`src/rtl/s_axil_regbank_pkg.sv`:
```
// Shared response codes and word-level helpers for the AXI4-Lite register bank.
package regbank_pkg;

    localparam logic [1:0] RESP_OKAY   = 2'b00;
    localparam logic [1:0] RESP_SLVERR = 2'b10;

    // Widest register word the merge helper handles; callers size-cast in and out.
    localparam int MAX_DATA_WIDTH = 256;
    localparam int MAX_STRB_WIDTH = MAX_DATA_WIDTH / 8;

    // True when a word address lies in [base, base+count).
    function automatic logic word_in_range(input int word, input int base, input int count);
        return (word >= base) && (word < (base + count));
    endfunction

    // Replace the bytes of old_word whose strobe bit is set with those of new_word.
    function automatic logic [MAX_DATA_WIDTH-1:0] strobe_merge(
        input logic [MAX_DATA_WIDTH-1:0] old_word,
        input logic [MAX_DATA_WIDTH-1:0] new_word,
        input logic [MAX_STRB_WIDTH-1:0] strb
    );
        logic [MAX_DATA_WIDTH-1:0] result;
        result = old_word;
        for (int b = 0; b < MAX_STRB_WIDTH; b++) begin
            if (strb[b]) begin
                result[b*8 +: 8] = new_word[b*8 +: 8];
            end
        end
        return result;
    endfunction

endpackage

```
`src/rtl/s_axil_regbank_if.sv`:
```
// AXI4-Lite bus bundle between the interconnect (master) and the register bank (slave).
interface s_axil_regbank_if #(
    parameter int ADDR_WIDTH = 4,
    parameter int DATA_WIDTH = 32
) ();

    logic [ADDR_WIDTH+1:0]   awaddr;
    logic [2:0]              awprot;
    logic                    awvalid;
    logic                    awready;

    logic [DATA_WIDTH-1:0]   wdata;
    logic [DATA_WIDTH/8-1:0] wstrb;
    logic                    wvalid;
    logic                    wready;

    logic [1:0]              bresp;
    logic                    bvalid;
    logic                    bready;

    logic [ADDR_WIDTH+1:0]   araddr;
    logic [2:0]              arprot;
    logic                    arvalid;
    logic                    arready;

    logic [DATA_WIDTH-1:0]   rdata;
    logic [1:0]              rresp;
    logic                    rvalid;
    logic                    rready;

    modport master (
        output awaddr, awprot, awvalid,
        input  awready,
        output wdata, wstrb, wvalid,
        input  wready,
        input  bresp, bvalid,
        output bready,
        output araddr, arprot, arvalid,
        input  arready,
        input  rdata, rresp, rvalid,
        output rready
    );

    modport slave (
        input  awaddr, awprot, awvalid,
        output awready,
        input  wdata, wstrb, wvalid,
        output wready,
        output bresp, bvalid,
        input  bready,
        input  araddr, arprot, arvalid,
        output arready,
        output rdata, rresp, rvalid,
        input  rready
    );

endinterface

```
`src/rtl/s_axil_regbank_wr_hold.sv`:
```
// One-entry hold buffer for a write channel: a beat can be consumed the cycle it
// arrives, or parked here until the other write channel catches up.
module axil_wr_hold #(
    parameter int WIDTH = 8
) (
    input  logic             clk,
    input  logic             rst,
    input  logic             enable,
    input  logic [WIDTH-1:0] in_data,
    input  logic             in_valid,
    output logic             in_ready,
    output logic             out_valid,
    output logic [WIDTH-1:0] out_data,
    input  logic             take
);

    logic             held;
    logic [WIDTH-1:0] buffer;

    assign in_ready  = enable && !held;
    assign out_valid = held || (in_valid && in_ready);
    assign out_data  = held ? buffer : in_data;

    // Park an accepted beat unless it is consumed in the same cycle; consuming empties the slot.
    always_ff @(posedge clk) begin
        if (rst) begin
            held   <= 1'b0;
            buffer <= '0;
        end else if (take) begin
            held <= 1'b0;
        end else if (in_valid && in_ready) begin
            held   <= 1'b1;
            buffer <= in_data;
        end
    end

endmodule

```
`src/rtl/s_axil_regbank.sv`:
```
// AXI4-Lite slave register bank: N_CTRL read/write control registers (optionally
// self-clearing) followed by N_STAT read-only status words sampled from fabric.
module s_axil_regbank
    import regbank_pkg::*;
#(
    parameter int                           DATA_WIDTH = 32,
    parameter int                           ADDR_WIDTH = 4,
    parameter int                           N_CTRL     = 8,
    parameter int                           N_STAT     = 8,
    parameter logic [N_CTRL-1:0]            PULSE_MASK = '0,
    parameter logic [N_CTRL*DATA_WIDTH-1:0] CTRL_RESET = '0
) (
    input  logic                         axi_clock,
    input  logic                         rst,
    s_axil_regbank_if.slave              s_axil,
    output logic [N_CTRL*DATA_WIDTH-1:0] ctrl_regs,
    output logic [N_CTRL-1:0]            ctrl_wr_stb,
    input  logic [N_STAT*DATA_WIDTH-1:0] stat_regs,
    output logic [N_STAT-1:0]            stat_rd_stb
);

    localparam int STRB_WIDTH = DATA_WIDTH / 8;
    localparam int W_WIDTH    = DATA_WIDTH + STRB_WIDTH;

    logic                  ready_en;

    logic                  aw_avail;
    logic                  w_avail;
    logic                  commit;
    logic [ADDR_WIDTH-1:0] wr_word;
    logic [W_WIDTH-1:0]    w_beat;
    logic [DATA_WIDTH-1:0] wr_data;
    logic [STRB_WIDTH-1:0] wr_strb;
    logic                  wr_is_ctrl;

    logic [DATA_WIDTH-1:0] ctrl_q    [N_CTRL];
    logic [DATA_WIDTH-1:0] wr_merged [N_CTRL];
    logic [N_CTRL-1:0]     wr_hit;
    logic                  bvalid_q;
    logic [1:0]            bresp_q;

    logic                  arready_int;
    logic                  ar_hs;
    logic [ADDR_WIDTH-1:0] rd_word;
    logic [DATA_WIDTH-1:0] rd_data_next;
    logic [1:0]            rd_resp_next;
    logic                  rvalid_q;
    logic [DATA_WIDTH-1:0] rdata_q;
    logic [1:0]            rresp_q;

    logic                  unused_bits;

    assign unused_bits = ^{s_axil.awprot, s_axil.arprot, s_axil.awaddr[1:0], s_axil.araddr[1:0]};

    // Readies stay low through reset and come up on the first clean edge afterwards.
    always_ff @(posedge axi_clock) begin
        if (rst) begin
            ready_en <= 1'b0;
        end else begin
            ready_en <= 1'b1;
        end
    end

    axil_wr_hold #(
        .WIDTH(ADDR_WIDTH)
    ) aw_hold (
        .clk      (axi_clock),
        .rst      (rst),
        .enable   (ready_en),
        .in_data  (s_axil.awaddr[ADDR_WIDTH+1:2]),
        .in_valid (s_axil.awvalid),
        .in_ready (s_axil.awready),
        .out_valid(aw_avail),
        .out_data (wr_word),
        .take     (commit)
    );

    axil_wr_hold #(
        .WIDTH(W_WIDTH)
    ) w_hold (
        .clk      (axi_clock),
        .rst      (rst),
        .enable   (ready_en),
        .in_data  ({s_axil.wstrb, s_axil.wdata}),
        .in_valid (s_axil.wvalid),
        .in_ready (s_axil.wready),
        .out_valid(w_avail),
        .out_data (w_beat),
        .take     (commit)
    );

    assign wr_data    = w_beat[DATA_WIDTH-1:0];
    assign wr_strb    = w_beat[W_WIDTH-1:DATA_WIDTH];
    assign commit     = aw_avail && w_avail && !(bvalid_q && !s_axil.bready);
    assign wr_is_ctrl = word_in_range(int'(wr_word), 0, N_CTRL);

    // Byte-strobe merge of the pending write data onto every control register's current value.
    always_comb begin
        for (int k = 0; k < N_CTRL; k++) begin
            wr_merged[k] = DATA_WIDTH'(strobe_merge(MAX_DATA_WIDTH'(ctrl_q[k]),
                                                    MAX_DATA_WIDTH'(wr_data),
                                                    MAX_STRB_WIDTH'(wr_strb)));
        end
    end

    // Control registers, write response and delayed write strobes; a commit beats a pulse clear.
    always_ff @(posedge axi_clock) begin
        if (rst) begin
            for (int k = 0; k < N_CTRL; k++) begin
                ctrl_q[k] <= CTRL_RESET[k*DATA_WIDTH +: DATA_WIDTH];
            end
            wr_hit      <= '0;
            ctrl_wr_stb <= '0;
            bvalid_q    <= 1'b0;
            bresp_q     <= RESP_OKAY;
        end else begin
            ctrl_wr_stb <= wr_hit;
            wr_hit      <= '0;
            for (int k = 0; k < N_CTRL; k++) begin
                if (PULSE_MASK[k]) begin
                    ctrl_q[k] <= CTRL_RESET[k*DATA_WIDTH +: DATA_WIDTH];
                end
            end
            if (commit) begin
                bvalid_q <= 1'b1;
                bresp_q  <= wr_is_ctrl ? RESP_OKAY : RESP_SLVERR;
                for (int k = 0; k < N_CTRL; k++) begin
                    if (wr_is_ctrl && (int'(wr_word) == k)) begin
                        ctrl_q[k] <= wr_merged[k];
                        wr_hit[k] <= 1'b1;
                    end
                end
            end else if (s_axil.bready) begin
                bvalid_q <= 1'b0;
            end
        end
    end

    // Flatten the register array onto the fabric-facing output.
    always_comb begin
        ctrl_regs = '0;
        for (int k = 0; k < N_CTRL; k++) begin
            ctrl_regs[k*DATA_WIDTH +: DATA_WIDTH] = ctrl_q[k];
        end
    end

    assign s_axil.bvalid = bvalid_q;
    assign s_axil.bresp  = bresp_q;

    assign arready_int    = ready_en && (!rvalid_q || s_axil.rready);
    assign s_axil.arready = arready_int;
    assign ar_hs          = s_axil.arvalid && arready_int;
    assign rd_word        = s_axil.araddr[ADDR_WIDTH+1:2];

    // Read decode; a status word is sampled and its read strobe fired on the handshake cycle.
    always_comb begin
        rd_data_next = '0;
        rd_resp_next = RESP_SLVERR;
        stat_rd_stb  = '0;
        if (word_in_range(int'(rd_word), 0, N_CTRL)) begin
            rd_resp_next = RESP_OKAY;
            for (int k = 0; k < N_CTRL; k++) begin
                if (int'(rd_word) == k) begin
                    rd_data_next = ctrl_q[k];
                end
            end
        end else if (word_in_range(int'(rd_word), N_CTRL, N_STAT)) begin
            rd_resp_next = RESP_OKAY;
            for (int j = 0; j < N_STAT; j++) begin
                if (int'(rd_word) == (N_CTRL + j)) begin
                    rd_data_next   = stat_regs[j*DATA_WIDTH +: DATA_WIDTH];
                    stat_rd_stb[j] = ar_hs;
                end
            end
        end
    end

    // Read data channel: register on handshake, hold while the master stalls.
    always_ff @(posedge axi_clock) begin
        if (rst) begin
            rvalid_q <= 1'b0;
            rdata_q  <= '0;
            rresp_q  <= RESP_OKAY;
        end else if (ar_hs) begin
            rvalid_q <= 1'b1;
            rdata_q  <= rd_data_next;
            rresp_q  <= rd_resp_next;
        end else if (s_axil.rready) begin
            rvalid_q <= 1'b0;
        end
    end

    assign s_axil.rvalid = rvalid_q;
    assign s_axil.rdata  = rdata_q;
    assign s_axil.rresp  = rresp_q;

endmodule

```
`src/flat_wrapper.sv`:
```
// flat-port wrapper written by rule: the top's interface ports become plain ports
module s_axil_regbank_flat import regbank_pkg::*;
#(
    parameter int                           DATA_WIDTH = 32,
    parameter int                           ADDR_WIDTH = 4,
    parameter int                           N_CTRL     = 8,
    parameter int                           N_STAT     = 8,
    parameter logic [N_CTRL-1:0]            PULSE_MASK = '0,
    parameter logic [N_CTRL*DATA_WIDTH-1:0] CTRL_RESET = '0
)
  (axi_clock, rst, ctrl_regs, ctrl_wr_stb, stat_regs, stat_rd_stb, s_axil_awaddr, s_axil_awprot, s_axil_awvalid, s_axil_awready, s_axil_wdata, s_axil_wstrb, s_axil_wvalid, s_axil_wready, s_axil_bresp, s_axil_bvalid, s_axil_bready, s_axil_araddr, s_axil_arprot, s_axil_arvalid, s_axil_arready, s_axil_rdata, s_axil_rresp, s_axil_rvalid, s_axil_rready);
  s_axil_regbank_if #(.ADDR_WIDTH(ADDR_WIDTH), .DATA_WIDTH(DATA_WIDTH)) s_axil_i ();
  input  logic axi_clock;
  input  logic rst;
  output logic [N_CTRL*DATA_WIDTH-1:0] ctrl_regs;
  output logic [N_CTRL-1:0] ctrl_wr_stb;
  input  logic [N_STAT*DATA_WIDTH-1:0] stat_regs;
  output logic [N_STAT-1:0] stat_rd_stb;
  input wire logic [$bits(s_axil_i.awaddr)-1:0] s_axil_awaddr;
  input wire logic [$bits(s_axil_i.awprot)-1:0] s_axil_awprot;
  input wire logic [$bits(s_axil_i.awvalid)-1:0] s_axil_awvalid;
  output wire logic [$bits(s_axil_i.awready)-1:0] s_axil_awready;
  input wire logic [$bits(s_axil_i.wdata)-1:0] s_axil_wdata;
  input wire logic [$bits(s_axil_i.wstrb)-1:0] s_axil_wstrb;
  input wire logic [$bits(s_axil_i.wvalid)-1:0] s_axil_wvalid;
  output wire logic [$bits(s_axil_i.wready)-1:0] s_axil_wready;
  output wire logic [$bits(s_axil_i.bresp)-1:0] s_axil_bresp;
  output wire logic [$bits(s_axil_i.bvalid)-1:0] s_axil_bvalid;
  input wire logic [$bits(s_axil_i.bready)-1:0] s_axil_bready;
  input wire logic [$bits(s_axil_i.araddr)-1:0] s_axil_araddr;
  input wire logic [$bits(s_axil_i.arprot)-1:0] s_axil_arprot;
  input wire logic [$bits(s_axil_i.arvalid)-1:0] s_axil_arvalid;
  output wire logic [$bits(s_axil_i.arready)-1:0] s_axil_arready;
  output wire logic [$bits(s_axil_i.rdata)-1:0] s_axil_rdata;
  output wire logic [$bits(s_axil_i.rresp)-1:0] s_axil_rresp;
  output wire logic [$bits(s_axil_i.rvalid)-1:0] s_axil_rvalid;
  input wire logic [$bits(s_axil_i.rready)-1:0] s_axil_rready;
  assign s_axil_i.awaddr = s_axil_awaddr;
  assign s_axil_i.awprot = s_axil_awprot;
  assign s_axil_i.awvalid = s_axil_awvalid;
  assign s_axil_awready = s_axil_i.awready;
  assign s_axil_i.wdata = s_axil_wdata;
  assign s_axil_i.wstrb = s_axil_wstrb;
  assign s_axil_i.wvalid = s_axil_wvalid;
  assign s_axil_wready = s_axil_i.wready;
  assign s_axil_bresp = s_axil_i.bresp;
  assign s_axil_bvalid = s_axil_i.bvalid;
  assign s_axil_i.bready = s_axil_bready;
  assign s_axil_i.araddr = s_axil_araddr;
  assign s_axil_i.arprot = s_axil_arprot;
  assign s_axil_i.arvalid = s_axil_arvalid;
  assign s_axil_arready = s_axil_i.arready;
  assign s_axil_rdata = s_axil_i.rdata;
  assign s_axil_rresp = s_axil_i.rresp;
  assign s_axil_rvalid = s_axil_i.rvalid;
  assign s_axil_i.rready = s_axil_rready;
  s_axil_regbank #(.DATA_WIDTH(DATA_WIDTH), .ADDR_WIDTH(ADDR_WIDTH), .N_CTRL(N_CTRL), .N_STAT(N_STAT), .PULSE_MASK(PULSE_MASK), .CTRL_RESET(CTRL_RESET)) u_core (.axi_clock(axi_clock), .rst(rst), .s_axil(s_axil_i), .ctrl_regs(ctrl_regs), .ctrl_wr_stb(ctrl_wr_stb), .stat_regs(stat_regs), .stat_rd_stb(stat_rd_stb));
endmodule
```
`config.mk`:
```
export PLATFORM = sky130hd
export DESIGN_NAME = s_axil_regbank_flat
export DESIGN_NICKNAME = d
export VERILOG_FILES = /design/src/rtl/s_axil_regbank_pkg.sv /design/src/rtl/s_axil_regbank_if.sv /design/src/rtl/s_axil_regbank_wr_hold.sv /design/src/rtl/s_axil_regbank.sv /design/src/flat_wrapper.sv
export SDC_FILE = /design/constraint.sdc
export NUM_CORES = 1
export LEC_CHECK = 0
export CAP_MARGIN = 25
export CORE_AREA = 2 2 245 247
export CTS_BUF_LIST = sky130_fd_sc_hd__clkbuf_4 sky130_fd_sc_hd__clkbuf_8
export CTS_CLUSTER_SIZE = 20
export DETAILED_ROUTE_END_ITERATION = 16
export DIE_AREA = 0 0 247 249
export PLACE_DENSITY = 0.61
export SYNTH_ARGS = -nofsm -noshare
export SYNTH_HDL_FRONTEND = slang
export SYNTH_HIERARCHICAL = 1
export SYNTH_SLANG_ARGS = --single-unit
```
`constraint.sdc`:
```
create_clock -name axi_clock -period 7.9 [get_ports axi_clock]
set_input_delay 1.58 -clock axi_clock [delete_from_list [all_inputs] [get_ports axi_clock]]
set_output_delay 1.58 -clock axi_clock [all_outputs]
set_load 0.02 [all_outputs]
```
==> results.yml, run 1 <==
clock_network:
  clk_latency_ps: 630
  cts_setup_buffers: 0
  cts_sinks: 351
  cts_resized: 0
  cts_buffer_depth: 3
  clock-root-buffer: "clkbuf_8"
  cts_tree: "done"
  cts_hold_buf: 0
  clkTransAtPathRegs_ps: 60
  cts_inserted_buffers: 68
  htreeDepth: 3
grt:
  grt_use_total_pct: 29.9
  grt_max_degree: 91
  grt_pass1_wl_um: 130000
  antenna_found_initial: 24
  grt_pass1_vias: 17000
  overflow: 0
yosys:
  synth_cell_types: 69
  netlist_area_um2: 18900
  yosys_warnings: 6
  synthCells: 1769
  synth.most_common_cell: "edfxtp_1"
  ys_top_cells_by_area: "edfxtp_1, dfxtp_1, and2_1"
  ys_seq_area_share_pct: 50.8
  ys_top_cells_by_count: "edfxtp_1, and2_1, a21oi_1"
  syn_area_per_cell_um2: 10.7
  synth_top_area_share_pct: 40.8
  async_flop_share_pct: 0
  synth_ff_type: "edfxtp_1"
  synth-seq-cells: 351
  synth-edff-count: 256
  synth_area_leader_cell: "edfxtp_1"
layout:
  final_core_util_pct: 45.9
  fin_nets: 2653
  drive_above_1_share_pct: 9.97
  area_growth_pct: 42.9
  fill_cells: 5384
critical_path:
  critPathRequiredTime_ps: 6320
  r2r_setup_slack_ps: 4100
  crit_chain: "clkdlybuf4s50_1 > nand2b_1 > nand3_2 > buf_4 > nor3_1 > clkdlybuf4s50_1"
  cp_common_cell: "clkdlybuf4s50_1"
  cp.buffers_inverters: 3
  path_max_fanout: 18
  worst_setup_path_start_kind: "primary input"
  critical-path-top-delay-family: "buffers and inverters"
  slowest_stage: "clkdlybuf4s50_1"
  setup.worst_path.class: "in2out"
  worstSetupEndpointType: "output pin"
  max_stage_delay_ps: 660
  critPathArrivalTime_ps: 3960
worst_hold_path:
  min_path_type: "reg2reg"
timing:
  slew_headroom_pct: 23.0
  tightest_slew_ps: 1150
  max_freq_mhz: 180
  finalHoldViolCount: 0
  finalClockSkew_ps: 23.0
  setup-violations-final: 0
  rsz0062_at_grt: "no"
  slew_viol_final: 0
  fin_setup_tns_ps: 0
  min_period_ps: 5540
  period_share_pct: 70.1
power_and_ir_drop:
  p_leak_nw: 9.79
  power_density_nw_per_um2: 182
  peakVddDrop_v: 0.000121
route:
  first_iter_violations: 1593
  highest_layer: "met4"
  avgRoutedWirePerCell_um: 30.0
  first_pass_iters: 7
  drt-vias-per-instance: 5.46
  route.detailed.drc: 0
  route.met2.wl_um: 44300
  m1WireLength_um: 38700
  drtAntennaViolNets: 0
  wl_met3_um: 8060
  via_count: 17400
  drt-total-wl_um: 95400
die:
  rows: 89
  fp.dieH_um: 249
  core-area_um2: 58700
  die_area_um2: 61500
  die_w_um: 247
  io_pins: 630
  initial_utilization_pct: 32.1
outcome:
  outcome: "complete, no violations"
placed_design:
  io_buffer_count: 617
  hpwl_um: 72100
  routabilityCongestion: 0.941
job:
  drv_cap: 0
[path summary, 6_finish.rpt]
check | start | to | cells past startpoint
worst max register to register | u_core/aw_hold/held | u_core/ctrl_q[1][44] | 6
worst min-delay path | u_core/wr_hit[4] | u_core/ctrl_wr_stb[4] | 1
worst max-delay path | s_axil_rready | stat_rd_stb[1] | 6
worst min register to register | u_core/wr_hit[4] | u_core/ctrl_wr_stb[4] | 1
[cells in the final DEF (no fill, tap or decap), drive strengths merged, types with 9 or more instances in the layout]
| cell type | netlist | routed |
|---|---|---|
| a211oi | 15 | 15 |
| a21o | 14 | 14 |
| a21oi | 118 | 118 |
| a221oi | 22 | 22 |
| a22o | 18 | 18 |
| a22oi | 34 | 34 |
| a2bb2oi | 26 | 26 |
| a31oi | 10 | 10 |
| and2 | 197 | 197 |
| and3 | 10 | 10 |
| buf | 72 | 38 |
| clkbuf | 85 | 94 |
| clkdlybuf4s50 | 0 | 612 |
| clkinv | 0 | 23 |
| dfxtp | 95 | 95 |
| diode | 0 | 22 |
| edfxtp | 256 | 256 |
| inv | 5 | 9 |
| mux2 | 58 | 58 |
| mux2i | 111 | 111 |
| nand2 | 76 | 76 |
| nand2b | 97 | 97 |
| nand3b | 15 | 15 |
| nor2 | 107 | 107 |
| nor2b | 65 | 65 |
| nor3 | 18 | 18 |
| o21ai | 105 | 105 |
| o221ai | 10 | 10 |
| o22ai | 19 | 19 |
| o31a | 13 | 13 |
[flip-flops by register name, indices dropped and copies added, names as in the netlist]
name	cells
u_core/s_axil.rresp	1
u_core/w_hold/held	1
u_core/ctrl_q	256
u_core/aw_hold/buffer	4
u_core/aw_hold/held	1
u_core/wr_hit	8
u_core/w_hold/buffer	36
u_core/s_axil.rvalid	1
u_core/s_axil.bvalid	1
u_core/ctrl_wr_stb	8
u_core/s_axil.bresp	1
u_core/s_axil.rdata	32
u_core/ready_en	1
[per-layer routing]
metal,global-route usage (%),up-vias
li1,-,7663
met1,38.2,8578
met2,47.2,953
met3,6.88,168
met4,15.2,0
met5,0,-
[logic make-up (layout without fill, tap and decap cells)]
logic type | Yosys count | count (layout) | share of synthesized area, %
simple gates | 621 | 621 | 18.8
compound gates | 457 | 457 | 16.0
flops | 351 | 351 | 50.8
mux | 177 | 177 | 10.3
other cells | 1 | 24 | 0.0199
buf+inv | 162 | 778 | 4.09
[final cells by class]
type / instances / area (um^2) / share of cell area, %
well taps: 773 / 967 / 3.59
multi-input cells: 1257 / 8540 / 31.7
inverters: 5 / 18.8 / 0.0696
clock buffers: 91 / 1150 / 4.25
clock inverters: 29 / 180 / 0.669
repair buffers: 653 / 6450 / 23.9
diodes: 22 / 55.1 / 0.204
flip-flops and latches: 351 / 9590 / 35.6
[worst register-to-register path, cell delays in order (launching register included)]
cell	delay, ps
dfxtp_1	520
mux2_2	430
or4_1	780
nor2_1	150
and3_1	750
buf_4	390
a21o_1	420
[per-stage QoR]
step / setup WS, ps / power, W / cells / cell area, um^2 / hold slack [ps]
2_1_floorplan: 3460 / 0.00260 / 1770 / 18900 / 414
3_3_place_gp: 2360 / 0.00313 / 3035 / 25500 / 423
3_5_place_dp: 2400 / 0.00314 / 3036 / 25500 / 439
4_1_cts: 2390 / 0.00495 / 3156 / 26900 / 453
5_1_grt: 2280 / 0.00509 / 3179 / 26900 / 462
6_report: 2360 / 0.00492 / 3181 / 26900 / 446
[where the power goes]
group          internal, W  total, W  switching, W
clock network     0.000981   0.00180      0.000817
registers          0.00207   0.00214     0.0000667
logic             0.000428  0.000982      0.000554
total              0.00348   0.00492       0.00144
No activity file was read; power rests on OpenSTA's default activity.
==> run 2: changes to the inputs <==
--- a/config.mk
+++ b/config.mk
@@ -6,12 +6,12 @@
 export NUM_CORES = 1
 export LEC_CHECK = 0
 export CAP_MARGIN = 25
-export CORE_AREA = 2 2 245 247
+export CORE_AREA = 2 2 247 249
 export CTS_BUF_LIST = sky130_fd_sc_hd__clkbuf_4 sky130_fd_sc_hd__clkbuf_8
 export CTS_CLUSTER_SIZE = 20
 export DETAILED_ROUTE_END_ITERATION = 16
-export DIE_AREA = 0 0 247 249
-export PLACE_DENSITY = 0.61
+export DIE_AREA = 0 0 249 251
+export PLACE_DENSITY = 0.6
 export SYNTH_ARGS = -nofsm -noshare
 export SYNTH_HDL_FRONTEND = slang
 export SYNTH_HIERARCHICAL = 1
==> constraint.sdc (replaced) <==
create_clock -name axi_clock -period 5.4 [get_ports axi_clock]
set_input_delay 1.08 -clock axi_clock [delete_from_list [all_inputs] [get_ports axi_clock]]
set_output_delay 1.08 -clock axi_clock [all_outputs]
set_load 0.02 [all_outputs]
==> run 2 against run 1 <==
Effect of this change:
- clock-buffer cell count increased by 13
- die area increased by 1.6%
- total power increased by 49%
- first-iteration DRC count decreased by 5.8%
- non-clock buffer count increased by 19
- worst setup slack got worse by 1200 ps
- largest cell class unchanged
- global-route usage decreased by 0.15 points
- worst hold slack improved by 1.2 ps
- register-to-register slack got worse by 2300 ps
==> results.yml, run 2 (synthesis results as in run 1) <==
outcome:
  outcome: "complete, no violations"
route:
  drtAntennaViolNets: 0
  drt-total-wl_um: 96200
  drt-vias-per-instance: 5.39
  first_iter_violations: 1500
  route.detailed.drc: 0
  via_count: 17300
  avgRoutedWirePerCell_um: 30.0
  first_pass_iters: 5
die:
  core-area_um2: 59800
  fp.dieH_um: 251
  initial_utilization_pct: 31.5
  die_area_um2: 62500
  die_w_um: 249
  rows: 90
  io_pins: 630
layout:
  area_growth_pct: 43.9
  drive_above_1_share_pct: 11.3
  regMostFlops: "u_core/ctrl_q"
  fin_nets: 2671
  final_cell_area_um2: 27100
  final_common_cell: "clkdlybuf4s50_1"
  final_cell_count_no_fill: 3207
  fill_cells: 5680
  largest_reg_flops: 256
  most-common-layout-cells: "clkdlybuf4s50_1, edfxtp_1, and2_1"
clock_network:
  cts_setup_buffers: 0
  clock-root-buffer: "clkbuf_8"
  cts_sinks: 351
  cts_resized: 0
  clkTransAtPathRegs_ps: 60
  cts_buffer_depth: 3
  clk_latency_ps: 640
  cts_hold_buf: 0
  htreeDepth: 3
  cts_inserted_buffers: 67
  cts_tree: "done"
placed_design:
  hpwl_um: 73300
  dp_cells: 3067
  io_buffer_count: 617
  placedInstanceArea_um2: 25700
  post-place-ws_ps: 1130
  routabilityCongestion: 0.925
grt:
  grt_use_total_pct: 29.8
  overflow: 0
  grt_pass1_wl_um: 133000
  grt_max_degree: 140
  grt_pass1_vias: 17400
  antenna_found_initial: 23
critical_path:
  crit_chain: "clkdlybuf4s50_1 > nand2b_1 > nand3_2 > nor3_1 > clkdlybuf4s50_1"
  critPathRequiredTime_ps: 4320
  slowest_stage: "clkdlybuf4s50_1"
  critPathArrivalTime_ps: 3200
  cp_common_cell: "clkdlybuf4s50_1"
  setup.worst_path.class: "in2out"
  worstSetupEndpointType: "output pin"
  path_max_fanout: 18
  max_stage_delay_ps: 660
  worst_setup_path_start_kind: "primary input"
timing:
  fin_ws_ps: 1120
  finalHoldViolCount: 0
  period_share_pct: 79.3
  tightest_slew_ps: 1080
  slew_headroom_pct: 27.5
  finalClockSkew_ps: 32.4
  rsz0062_at_grt: "no"
  min_period_ps: 4280
  slew_viol_final: 0
  setup-violations-final: 0
  fin_setup_tns_ps: 0
  max_freq_mhz: 233
worst_hold_path:
  min_path_type: "reg2reg"
job:
  drv_cap: 0
power_and_ir_drop:
  power_density_nw_per_um2: 270
  peakVddDrop_v: 0.000146
  fin_total_pwr_w: 0.00732
  p_leak_nw: 9.92
[run 2: changes by cell type in the layout (fill, tap and decap cells not counted), sizes merged]
cell	previous run	this run
clkbuf	94	104
buf	38	60
bufinv	1	2
clkinv	23	11
inv	9	7
clkinvlp	1	3
diode	22	18
[run 2: layer usage]
layer	part of all wire [%]	GRT usage, %	vias to the layer above
li1	-	-	7691
met1	41	38.4	8590
met2	47	47.5	865
met3	7.9	6.68	149
met4	4.2	14.2	2
met5	0.010	0	-
[run 2: cell type report]
cell class              instances  area [um^2]  area share [%]
diodes                         18         45.0           0.166
clock buffers                 104         1220            4.51
clock inverters                18          151           0.558
inverters                       5         18.8          0.0691
multi-input cells            1257         8530            31.4
flip-flops and latches        351         9590            35.3
well taps                     782          978            3.60
repair buffers                672         6600            24.3
[run 2: final timing paths]
path | from | end | depth (start not counted) | slack, ps
worst max-delay path | s_axil_rready | stat_rd_stb[3] | 5 | 1120
worst min-delay path | u_core/wr_hit[0] | u_core/ctrl_wr_stb[0] | 1 | 450
worst max register to register | u_core/w_hold/held | u_core/ctrl_q[0][79] | 6 | 1770
worst min register to register | u_core/wr_hit[0] | u_core/ctrl_wr_stb[0] | 1 | 450
[run 2: stage by stage]
stage | hold slack, ps | util (%)
CTS | 442 | 45.3
finish | 448 | 45.4
global placement | 429 | 43.0
floorplan | 414 | -
detailed placement | 431 | 43.0
global route | 462 | 45.4
[run 2: report_power, final]
part	internal [W]	switching, W	total [W]
clock	0.00154	0.00120	0.00275
sequential	0.00303	0.000108	0.00313
combinational	0.000633	0.000804	0.00144
[run 2: worst max-delay path, delay by kind of cell]
kind | cells | cell delay [ps]
buffers and inverters | 2 | 1100
AND/OR/NAND/NOR | 3 | 1010
